## src/rtl/mul_pkg.sv

```systemverilog
// Shared types for the calc/mul library: Booth digit
// operations, multiplier FSM states and the digit decoder.
package mul_pkg;

  typedef enum logic [2:0] {
    BOOTH_ZERO,
    BOOTH_POS1,
    BOOTH_POS2,
    BOOTH_NEG2,
    BOOTH_NEG1
  } booth_op_e;

  typedef enum logic [1:0] {
    IDLE,
    CALC,
    DONE
  } mul_state_e;

  function automatic booth_op_e booth_decode(
    input logic [2:0] d
  );
    booth_op_e op;
    unique case (d)
      3'b001, 3'b010: op = BOOTH_POS1;
      3'b011:         op = BOOTH_POS2;
      3'b100:         op = BOOTH_NEG2;
      3'b101, 3'b110: op = BOOTH_NEG1;
      default:        op = BOOTH_ZERO;
    endcase
    return op;
  endfunction

endpackage

```

## src/rtl/mul_radix4_booth_pp.sv

```systemverilog
// Single radix-4 Booth digit partial product: sign-extended
// selection of 0/+-X/+-2X; negation completes via o_cin.
module mul_radix4_booth_pp
  import mul_pkg::*;
#(
  parameter int WIDTH = 10
) (
  input  logic [WIDTH-1:0]   i_x,
  input  logic [2:0]         i_digit,
  output logic [2*WIDTH-1:0] o_pp,
  output logic               o_cin
);

  logic [2*WIDTH-1:0] x1;
  logic [2*WIDTH-1:0] x2;

  assign x1 = {{WIDTH{i_x[WIDTH-1]}}, i_x};
  assign x2 = {x1[2*WIDTH-2:0], 1'b0};

  always_comb begin
    o_pp  = '0;
    o_cin = 1'b0;
    unique case (booth_decode(i_digit))
      BOOTH_POS1: o_pp = x1;
      BOOTH_POS2: o_pp = x2;
      BOOTH_NEG1: begin
        o_pp  = ~x1;
        o_cin = 1'b1;
      end
      BOOTH_NEG2: begin
        o_pp  = ~x2;
        o_cin = 1'b1;
      end
      default: ;
    endcase
  end

endmodule

```

## src/rtl/mul_radix4_booth_seq.sv

```systemverilog
// Iterative radix-4 Booth multiplier, one digit per clock,
// signed/unsigned per transaction, valid/ready on both sides.
module mul_radix4_booth_seq
  import mul_pkg::*;
#(
  parameter int DATA_WIDTH = 8
) (
  input  logic                    i_clk,
  input  logic                    i_rst_n,
  input  logic                    i_vld,
  output logic                    o_rdy,
  input  logic                    i_sign,
  input  logic [DATA_WIDTH-1:0]   i_num_x,
  input  logic [DATA_WIDTH-1:0]   i_num_y,
  output logic                    o_vld,
  input  logic                    i_rdy,
  output logic [2*DATA_WIDTH-1:0] o_res,
  output logic                    o_busy
);

  localparam int W  = DATA_WIDTH + 2;
  localparam int N  = W / 2;
  localparam int CW = $clog2(N);
  localparam int AW = 2 * W;
  localparam int RW = 2 * DATA_WIDTH;

  if (DATA_WIDTH % 2 != 0 || DATA_WIDTH < 4) begin : g_bad_width
    $error("DATA_WIDTH must be even and >= 4");
  end

  mul_state_e    state_q, state_d;
  logic [W-1:0]  x_q, x_d;
  logic [W-1:0]  y_q, y_d;
  logic [CW-1:0] cnt_q, cnt_d;
  logic [AW-1:0] acc_q, acc_d;
  logic [RW-1:0] res_q, res_d;

  logic [W:0]    y_ext;
  logic [CW:0]   shamt;
  logic [2:0]    digit;
  logic [AW-1:0] pp;
  logic          cin;
  logic [AW-1:0] pp_sh;
  logic [AW-1:0] cin_sh;
  logic          last;
  logic [1:0]    fill_x;
  logic [1:0]    fill_y;

  // y[-1] = 0 sits below the operand so digit k is y_ext[2k +: 3]
  assign y_ext  = {y_q, 1'b0};
  assign shamt  = {cnt_q, 1'b0};
  assign digit  = y_ext[shamt +: 3];
  assign last   = (cnt_q == CW'(N - 1));
  assign fill_x = {2{i_sign & i_num_x[DATA_WIDTH-1]}};
  assign fill_y = {2{i_sign & i_num_y[DATA_WIDTH-1]}};

  mul_radix4_booth_pp #(
    .WIDTH (W)
  ) u_pp (
    .i_x     (x_q),
    .i_digit (digit),
    .o_pp    (pp),
    .o_cin   (cin)
  );

  assign pp_sh  = pp << shamt;
  assign cin_sh = AW'(cin) << shamt;

  always_ff @(posedge i_clk or negedge i_rst_n) begin
    if (!i_rst_n) state_q <= IDLE;
    else          state_q <= state_d;
  end

  always_comb begin
    state_d = state_q;
    unique case (state_q)
      IDLE:    if (i_vld) state_d = CALC;
      CALC:    if (last)  state_d = DONE;
      DONE:    if (i_rdy) state_d = IDLE;
      default: state_d = IDLE;
    endcase
  end

  always_comb begin
    o_rdy  = (state_q == IDLE);
    o_vld  = (state_q == DONE);
    o_busy = (state_q != IDLE);
    o_res  = res_q;
  end

  always_comb begin
    x_d   = x_q;
    y_d   = y_q;
    cnt_d = cnt_q;
    acc_d = acc_q;
    res_d = res_q;
    unique case (state_q)
      IDLE: if (i_vld) begin
        x_d   = {fill_x, i_num_x};
        y_d   = {fill_y, i_num_y};
        cnt_d = '0;
        acc_d = '0;
      end
      CALC: begin
        acc_d = acc_q + pp_sh + cin_sh;
        cnt_d = cnt_q + CW'(1);
        if (last) res_d = acc_d[RW-1:0];
      end
      default: ;
    endcase
  end

  always_ff @(posedge i_clk or negedge i_rst_n) begin
    if (!i_rst_n) begin
      x_q   <= '0;
      y_q   <= '0;
      cnt_q <= '0;
      acc_q <= '0;
      res_q <= '0;
    end else begin
      x_q   <= x_d;
      y_q   <= y_d;
      cnt_q <= cnt_d;
      acc_q <= acc_d;
      res_q <= res_d;
    end
  end

endmodule

```

## config.mk

```make
export PLATFORM = sky130hd
export DESIGN_NAME = mul_radix4_booth_seq
export DESIGN_NICKNAME = d
export VERILOG_FILES = /design/src/rtl/mul_pkg.sv /design/src/rtl/mul_radix4_booth_pp.sv /design/src/rtl/mul_radix4_booth_seq.sv
export SDC_FILE = /design/constraint.sdc
export NUM_CORES = 1
export LEC_CHECK = 0
export ABC_AREA = 1
export BUFFER_PORTS_ARGS = -buffer_cell sky130_fd_sc_hd__buf_2
export CORE_MARGIN = 5
export CORE_UTILIZATION = 45
export DETAILED_ROUTE_END_ITERATION = 10
export PLACE_DENSITY_LB_ADDON = 0.05
export SYNTH_ARGS = -nofsm -noshare
export SYNTH_HDL_FRONTEND = slang
export SYNTH_SLANG_ARGS = --single-unit
```

## constraint.sdc

```tcl
create_clock -name i_clk -period 3.98 [get_ports i_clk]
set_clock_uncertainty 0.05 [all_clocks]
set_input_delay 0.398 -clock i_clk [delete_from_list [all_inputs] [get_ports i_clk]]
set_output_delay 0.398 -clock i_clk [all_outputs]
set_load 0.02 [all_outputs]
```

==> key figures <==
Synth
  – Gate Count Post-Synth: 514
  – Simple-gate share of the synthesized area: 26.47%
  – Ys Warns: 0
  – Netlist cell types: 47
  – XOR/XNOR Fraction of Synth Area: 2.467%
  – Seq/Total Area, Yosys: 35.25%
  – Mux contribution to synthesized area: 0%
  – Largest family of logic cells by synthesized area: simple AND/OR/NAND/NOR gates
  – Post-synthesis adder-cell area fraction: 11.98%
  – Avg Cell Area, Syn: 7.597 sq um
  – Async S/R FF share, synth: 100.0%
  – Top post-synthesis cells by area: dfrtp_1 35%, nand2_1 14%, ha_1 7.4%, o21ai_0 6.2%, inv_1 5.5%
  – Compound-gate portion of the synthesized area: 15.67%
  – Most area-hungry cell type in the Yosys netlist: dfrtp_1
  – Number of enable flip-flop cells after synthesis: 0
  – Synthesis-stage register bit count: 55
  – Top_reg_cell synth: dfrtp_1
  – Yosys top cell area share: 35.25%
  – Syn Std Cell Area: 3905 sq um

Clocking
  – CTS Buf Count: 5
  – Worst-Skew Late Latency: 310 ps
  – Clock root cell: clkbuf_8
  – H-tree Lvls: 2
  – CTS tree: yes
  – Sinks on Clock Net: 55
  – Max Root-Sink Buffers: 2
  – Clock transition at the registers of the reported paths: 100 ps

Floorplanning
  – Core box area: 8593 sq um
  – Die H: 103.2 microns
  – Row Count: 34
  – Num ports: 40
  – Starting Density: 45.44%
  – Die area: 10640 sq um
  – Die Wd: 103.2 microns

Cells and area
  – Filler cells: 768
  – Ant. Diodes: 0
  – Final Non-Filler Cells: 758
  – Fraction of layout cells with a size suffix above 1: 40.92%
  – Finished Core Util: 65.74%
  – Synth-to-layout area growth: 44.67%
  – Layout net count: 704

Flow run
  – Max-cap violations: 0

Drt
  – Number of remaining DRC errors: 0
  – Antenna-violating nets left: 0
  – Routed vias/inst: 5.173
  – Final WL: 11390 microns
  – Initial DRC count: 228
  – Routed length per instance: 15.03 microns
  – DR vias: 3921
  – DR pass1 iterations: 5

Timing
  – Tmin final: 4243 ps
  – Post-route setup slack: -263.2 ps
  – Final setup viols: 14
  – Unrepaired setup endpoints after global routing: yes
  – Hold Vio Cnt, Final: 0
  – Max-slew violation count: 0
  – Relative slew slack: 48.98%
  – Tcrit/Tclk final: 106.6%
  – Max Freq: 235.7 MHz
  – Worst slew pin tran: 760.5 ps
  – Final setup TNS: -2147 ps

Placed design
  – DP Worst Slack: -425.8 ps
  – HPWL Detailed: 8102 microns
  – Final GP Congestion: 0.9062
  – Placed cell count: 728
  – Port Buf Inserts: 39

Setup path
  – Critical Path Max Stage Delay: 570 ps
  – CP Launch Point: cnt_q[1]$_DFFE_PN0P_
  – Top delay family on crit path: simple AND/OR/NAND/NOR gates
  – Most common cell on crit path: nand2_4
  – Crit. End Element: flop
  – R2R setup slack: -260 ps
  – Worst path slowest cell: fa_2
  – CP Class: reg -> reg
  – Critical Path RT: 4090 ps
  – Critical Path AT: 4350 ps
  – Crit path buf inv count: 3
  – Crit path max fanout: 6
  – Type of origin of the critical path: flop
  – Worst r2r src: cnt_q[1]$_DFFE_PN0P_

Min path
  – Worst hold path class: in -> async

GRT
  – GRT Util Overall: 21.91%
  – Largest net degree at the start of global routing: 56
  – Total gr overflow: 0
  – Vias in the first global route: 3851
  – Antenna violations before repair: 0
  – Global-route wire length before repair: 18540 microns

Run status
  – Run status: finished, violations left
  – Failing checks: negative setup slack
-- synth_stat cells (2+ instances only) --
library cell  count
inv_1            57
o2111ai_1         2
o21ai_0          48
o22ai_1           7
dfrtp_1          55
a21oi_1          18
nand3_1          35
xnor2_1           5
ha_1             23
buf_1             2
clkbuf_1          9
a21o_1            2
nand2_2           6
buf_6             2
or2_1             2
inv_2             4
xor2_1            6
fa_1              9
o21ai_1           9
a22oi_1           6
nand3_2           5
o211ai_1          2
nand2_1         144
nor3_1            5
nand4_1           7
nor2_1           22
a21boi_0          2
-- worst register-to-register path, stage by stage (launching register included) --
cell      delay (ps)
dfrtp_2          490
clkinv_4          90
buf_12           100
nand3_4           60
nand2_4          100
a21boi_4         320
nand3_2          130
nor2_2           100
nor3_2            60
nand2_1          100
o21ai_2           70
or2_1            220
or2_1            240
fa_2             570
inv_2             50
ha_4             160
a21oi_4          170
nand2_4           80
nand2_4           60
nand2_2           50
a21oi_2          150
o21ai_2           80
a21o_1           170
a21oi_2          130
xor2_1           200
o22ai_1          100
-- flip-flops by register name, summed over array words and instances, names as in the netlist --
register	cells
cnt_q	3
x_q	9
state_q	2
o_res	16
acc_q	16
y_q	9
-- worst paths after layout --
kind / cells after the start / endpoint
max in group asynchronous: 2 / cnt_q[0]$_DFFE_PN0P_
worst min register to register: 2 / o_res[1]$_DFFE_PN0P_
min in group i_clk: 2 / state_q[1]$_DFFE_PN0P_
worst min-delay path: 2 / x_q[5]$_DFFE_PN0P_
worst max-delay path: 25 / acc_q[10]$_DFFE_PN0P_
worst max register to register: 25 / acc_q[10]$_DFFE_PN0P_
-- kinds of logic after synthesis --
logic type | after synthesis
AO/OA/AOI/OAI | 104
flip-flops | 55
AND/OR/NAND/NOR | 233
adder cells (fa/ha/maj) | 32
other | 1
XOR/XNOR | 11
buffers and inverters | 78
-- cell usage in the layout, fill, tap and decap left out, types with 3 or more instances in the layout --
master and n:
nand3_1 25, ha_4 9, nor2_4 4, nor2_2 7, ha_1 13, nand2_4 10, buf_6 8, conb_1 3
nand4_1 7, buf_4 95, nand2_1 122, nand3_4 8, o21ai_0 32, inv_1 51, o21ai_2 10, nand3_2 8
o21ai_1 14, fa_1 7, xor2_1 4, nor2_1 13, buf_2 39, clkbuf_8 5, a21oi_1 9, dfrtp_1 53
nand2_2 19, a22oi_2 3, inv_2 9, a21oi_2 7, a22oi_1 3, a21oi_4 3, o22ai_1 7, xnor2_1 3
-- per-layer routing --
layer	vias to the layer above	routed length [microns]	part of all wire [%]	global-route usage, %
met3	9	470	4.1	2.774
met4	0	90	0.79	3.884
met1	1854	5230	46	30.63
met5	-	0	0	0
met2	96	5604	49	36.80
li1	1962	-	-	-
-- repair_timing --
action | 4_1_cts | 5_1_grt
hold buffers | 0 | 0
resized for setup | 57 | 86
setup buffers | 13 | 13
pin swaps | 20 | 20
endpoints found under the setup margin | 18 | 23
-- area by class of cell --
| cell class | instances | area, sq um | share of cell area (%) |
|---|---|---|---|
| multi-input cells | 383 | 2798 | 49.52 |
| repair buffers | 143 | 1018 | 18.03 |
| inverters | 63 | 246.5 | 4.363 |
| well taps | 108 | 135.1 | 2.392 |
| flip-flops and latches | 55 | 1379 | 24.41 |
| clock buffers | 6 | 72.57 | 1.285 |
-- metrics by stage --
stage | hold WS (ps) | instance area, sq um
floorplan | 52.41 | 3935
global route | 212.2 | 5649
detailed placement | 408.9 | 4790
finish | 163.2 | 5649
global placement | 403.5 | 4790
CTS | 201.0 | 5194
Power is left out: the tool's default activity adds up to more than one toggle a clock period on the data nets, which glitch-free logic cannot reach.
